File: config.mk
export PLATFORM = sky130hd
export DESIGN_NAME = addnb_pipe
export DESIGN_NICKNAME = d
export VERILOG_FILES = /design/src/rtl/addnb_pipe.sv
export SDC_FILE = /design/constraint.sdc
export NUM_CORES = 1
export LEC_CHECK = 0
export CAP_MARGIN = 20
export CELL_PAD_IN_SITES_DETAIL_PLACEMENT = 0
export CELL_PAD_IN_SITES_GLOBAL_PLACEMENT = 1
export CORE_MARGIN = 1
export CORE_UTILIZATION = 35
export CTS_CLUSTER_DIAMETER = 50
export DETAILED_ROUTE_END_ITERATION = 8
export MAX_ROUTING_LAYER = met4
export PLACE_DENSITY_LB_ADDON = 0.1
export SLEW_MARGIN = 0
export SYNTH_ARGS = -nofsm -noshare
export SYNTH_HDL_FRONTEND = slang
export SYNTH_SLANG_ARGS = --single-unit
File: constraint.sdc
create_clock -name i_clk -period 7.1 [get_ports i_clk]
set_input_delay 0.71 -clock i_clk [delete_from_list [all_inputs] [get_ports i_clk]]
set_output_delay 0.71 -clock i_clk [all_outputs]
set_load 0.02 [all_outputs]
File: src/rtl/addnb_pipe.sv
// N-operand pipelined adder/subtractor: per-operand add/sub select, binary adder
// tree with one register rank per level, valid/ready stall, overflow flag, optional saturation.
module addnb_pipe #(
  parameter int unsigned WIDTH = 16,
  parameter int unsigned N     = 3,
  parameter bit          SAT   = 1'b0
) (
  input  logic               i_clk,
  input  logic               i_reset,
  input  logic               i_in_valid,
  output logic               o_in_ready,
  input  logic [N*WIDTH-1:0] i_a,
  input  logic [N-1:0]       i_sub,
  output logic               o_out_valid,
  input  logic               i_out_ready,
  output logic [WIDTH-1:0]   o_f,
  output logic               o_ovf
);
  localparam int unsigned L  = $clog2(N);
  localparam int unsigned GW = WIDTH + $clog2(N) + 1;
  // Intermediate ranks only; the last tree level registers f/ovf instead of a sum.
  localparam int unsigned LR = (L > 1) ? L - 1 : 1;

  function automatic int unsigned cnt(input int unsigned k);
    return (N + (1 << k) - 1) >> k;
  endfunction

  logic             w_en;
  logic [GW-1:0]    w_ops   [N];
  logic [GW-1:0]    w_in    [L][N];
  logic [GW-1:0]    w_sum   [L][N];
  logic [GW-1:0]    w_final;
  logic [WIDTH-1:0] w_f;
  logic             w_ovf;

  logic [GW-1:0]    r_lvl   [LR][N];
  logic [L-1:0]     r_vld;
  logic [WIDTH-1:0] r_f;
  logic             r_ovf;

  assign w_en        = !r_vld[L-1] || i_out_ready;
  assign o_in_ready  = w_en;
  assign o_out_valid = r_vld[L-1];
  assign o_f         = r_f;
  assign o_ovf       = r_ovf;

  always_comb begin
    for (int unsigned i = 0; i < N; i++) begin
      w_ops[i] = {{(GW-WIDTH){i_a[i*WIDTH+WIDTH-1]}}, i_a[i*WIDTH +: WIDTH]};
      if (i_sub[i]) w_ops[i] = -w_ops[i];
    end
  end

  // Level k sums adjacent pairs; an odd leftover passes through unchanged.
  always_comb begin
    for (int unsigned k = 0; k < L; k++) begin
      for (int unsigned j = 0; j < N; j++) begin
        w_in[k][j]  = '0;
        w_sum[k][j] = '0;
      end
    end
    for (int unsigned j = 0; j < N; j++) w_in[0][j] = w_ops[j];
    for (int unsigned k = 1; k < L; k++) begin
      for (int unsigned j = 0; j < N; j++) w_in[k][j] = r_lvl[k-1][j];
    end
    for (int unsigned k = 0; k < L; k++) begin
      for (int unsigned j = 0; j < cnt(k+1); j++) begin
        if (2*j+1 < cnt(k)) w_sum[k][j] = w_in[k][2*j] + w_in[k][(2*j+1) % N];
        else                w_sum[k][j] = w_in[k][2*j];
      end
    end
  end

  assign w_final = w_sum[L-1][0];

  always_comb begin
    w_ovf = !((&w_final[GW-1:WIDTH-1]) || !(|w_final[GW-1:WIDTH-1]));
    w_f   = w_final[WIDTH-1:0];
    if (SAT && w_ovf) begin
      w_f = w_final[GW-1] ? {1'b1, {(WIDTH-1){1'b0}}} : {1'b0, {(WIDTH-1){1'b1}}};
    end
  end

  always_ff @(posedge i_clk) begin
    if (i_reset) begin
      r_vld <= '0;
      r_f   <= '0;
      r_ovf <= 1'b0;
      for (int unsigned k = 0; k < LR; k++) begin
        for (int unsigned j = 0; j < N; j++) r_lvl[k][j] <= '0;
      end
    end else if (w_en) begin
      r_vld[0] <= i_in_valid;
      for (int unsigned k = 1; k < L; k++) r_vld[k] <= r_vld[k-1];
      for (int unsigned k = 0; k + 1 < L; k++) begin
        for (int unsigned j = 0; j < N; j++) r_lvl[k][j] <= w_sum[k][j];
      end
      r_f   <= w_f;
      r_ovf <= w_ovf;
    end
  end

endmodule

==> results_dict.tcl <==
set metrics [dict create \
    die-area_sq_um 13800 \
    grt_pass1_vias 3975 \
    drc 0 \
    multi_input_area_sq_um 3010 \
    worstMarginPinSlew_ns 0.776 \
    worst_slack_ns 2.92 \
    dieHeight_um 118 \
    endpoint_kind "register" \
    ctsResizeCount 0 \
    whs_ns 0.448 \
    layout-drive-gt1-share_pct 4.05 \
    wirelength_mm 10.8 \
    root_buffer "clkbuf_16" \
    cts_inserted_buffers 9 \
    cts.sinks 57 \
    synthXorXnorAreaFrac_pct 12.0 \
    crit_arrival_ns 4.24 \
    ys_async_sr_fraction_pct 0 \
    power_frac_comb_pct 38.2 \
    hold_viol 0 \
    syn_nets 638 \
    fillers 1287 \
    fin_skew_ns 0.00594 \
    netSwitchingPower_uw 459 \
    slew_headroom_pct 48.1 \
    antenna-diode-count 0 \
    cp_max_fo 4 \
    postLayoutCellArea_sq_um 5900 \
    clock_power_share_pct 30.8 \
    core_sq_um 12800 \
    grt_usage_pct 16.9 \
    gp_congestion 0.869 \
    dpl_cell_area_sq_um 5590 \
    drtPass1Iterations 5 \
    worstSetupPathType "input pin to register" \
    status "completed" \
    synth.distinct_cells 56 \
    synth_compound_area_share_pct 22.2 \
    clk_path_buf_depth 2 \
    clk_latency_ns 0.33 \
    seq_power_share_pct 31.0 \
    grt_first_pass_wirelength_mm 18.4 \
    synth_ff_type "edfxtp_1" \
    crit_chain "clkdlybuf4s50_1, nor3_1, nand3_1, nor2_1, nand2_1, nand2_1, xnor2_1, ha_1, and3_1, a221o_1, nand2_1, a32oi_1, a2111oi_0, or3_1, a21oi_1" \
    slowest_stage "a2111oi_0" \
    switching_share_pct 31.9 \
    max_stage_delay_ns 0.57 \
    final_max_slew_viol_count 0 \
    max_freq_ghz 0.239 \
    cp-start-kind "input pin" \
    ios 74 \
    dp_slack_ns 2.62 \
    setup_viol 0 \
    ant_nets 0 \
    cts_setup_buffers 0 \
    nNetsFinal 708 \
    synthSimpleGateAreaFrac_pct 18.6 \
    crit_top_cell "nand2_1" \
    placed_cells 773 \
    antenna_found_initial 0 \
    period_minus_slack_ns 4.18 \
    cellPowerDensity_nw_per_um2 244 \
    final_cells 789 \
    syn_avg_cell_area_sq_um 8.63 \
    rows 41 \
    start_util_pct 36.5 \
    viasPerCell 5.03 \
    critPathRequiredTime_ns 7.16 \
    synth_top_family_by_area "compound AO/OA/AOI/OAI gates" \
    cts_hold_buf 0 \
    syn-instance-count 542 \
    cts-htree-levels 3 \
    worst-path-buf-inv 1 \
    vias 3965 \
    fp.dieW_um 118 \
    synthMuxAreaShare_pct 0.214 \
    dp_hpwl_mm 8.63 \
    avgRoutedWirePerCell_um 13.7 \
    setup_tns_ns 0 \
    period_share_pct 58.8 \
    synth_edf_count 38 \
    port_buffers 73 \
    rsz0062_at_grt "false" \
    grt_max_degree 39 \
    drv_cap 0 \
    hold_class "register to register" \
    ir_drop_mv 0.105 \
    internal_power_uw 979 \
    grt_overflow_total 0 \
    clk_pin_slew_ns 0.05 \
    crit_family "simple AND/OR/NAND/NOR gates" \
    leakage_uw 0.00236 \
    cts_tree "yes" \
    regArea_sq_um 1520 \
    drtIter0Drc 136 \
    area_delta_synth_final_pct 26.1 \
    ys_ff_latch 57 \
    synthAdderAreaFrac_pct 11.3 \
    synth_area_sq_um 4680 \
    synth_warnings 0 \
    seq_area_frac_synth_pct 32.5 \
]
worst paths after layout:
path              cells past startpoint  slack, ns            to    startpoint
hold reg to reg                       2       0.45        o_f[5]        o_f[5]
setup reg to reg                     10       3.68         o_ovf  r_lvl[0][19]
hold / removal                        2       0.45        o_f[5]        o_f[5]
setup / recovery                     15       2.92  r_lvl[0][37]        i_a[2]
synthesized netlist by cell type, types with 17 or more instances:
master / instances / share of area, %
o21ai_0: 32 / 3.4
edfxtp_1: 38 / 24
ha_1: 39 / 10
o31ai_1: 20 / 3.2
nor2_1: 52 / 4.2
clkbuf_1: 17 / 1.4
xnor2_1: 47 / 8.8
a21oi_1: 40 / 4.3
xor2_1: 17 / 3.2
nand2_1: 63 / 5.1
inv_1: 20 / 1.6
dfxtp_1: 19 / 8.1
metrics by stage:
step | total power (uW) | util, %
floorplan | 832 | -
global placement | 997 | 43.6
detailed placement | 1000 | 43.6
CTS | 1450 | 46.0
global route | 1540 | 46.0
finish | 1440 | 46.0
layer usage:
metal  GRT usage (%)  vias to the layer above  routed length (um)
li1                -                     2129                   -
met1            19.8                     1730                5090
met2            29.1                       92                5220
met3            2.57                       14                 348
met4            6.33                        0                 181
met5               -                        -                   0
worst min-delay path: cells and delay by family (launching register included):
family / cells / cell delay, ns
simple gates: 1 / 0.05
flops: 1 / 0.30
compound gates: 1 / 0.05
sequential cells by signal (all words and copies together) (netlist names):
register  cells
o_f          16
r_vld         2
o_ovf         1
r_lvl        38
final cells by class:
class	instances	area share, %
clock inverter	7	1.44
timing repair buffer	78	13.0
clock buffer	9	3.82
sequential	57	25.8
tap	172	3.65
multi-input combinational	446	51.0
inverter	20	1.27
power groups by stage:
stage	Combinational [uW]	Sequential, uW	Clock [uW]
detailed placement	548	453	0
finish	550	446	443
floorplan	360	473	0
global placement	546	451	0
global route	614	454	470
CTS	552	447	453
cell usage in the layout (no fill, tap or decap), types with 5 or more instances in the layout:
master / netlist / routed
a211oi_1: 11 / 11
a21o_1: 10 / 10
a21oi_1: 40 / 40
buf_4: 0 / 5
clkbuf_16: 0 / 9
clkdlybuf4s50_1: 0 / 73
dfxtp_1: 19 / 19
edfxtp_1: 38 / 38
ha_1: 39 / 39
inv_1: 20 / 20
nand2_1: 63 / 63
nand2b_1: 9 / 9
nand3_1: 5 / 5
nand4_1: 6 / 6
nor2_1: 52 / 52
nor2b_1: 6 / 6
nor3_1: 16 / 16
o21a_1: 7 / 7
o21ai_0: 32 / 32
o31ai_1: 20 / 20
or4_1: 5 / 5
xnor2_1: 47 / 47
xor2_1: 17 / 17
cells by family (layout without fill, tap and decap cells):
logic type	count (synthesis)	in the layout
mux	1	1
compound gates	157	157
flops	57	57
xor+xnor	64	64
fa+ha+maj	41	41
simple gates	183	183
buf+inv	39	114
Note: power is estimated with default switching activity, not from simulation.
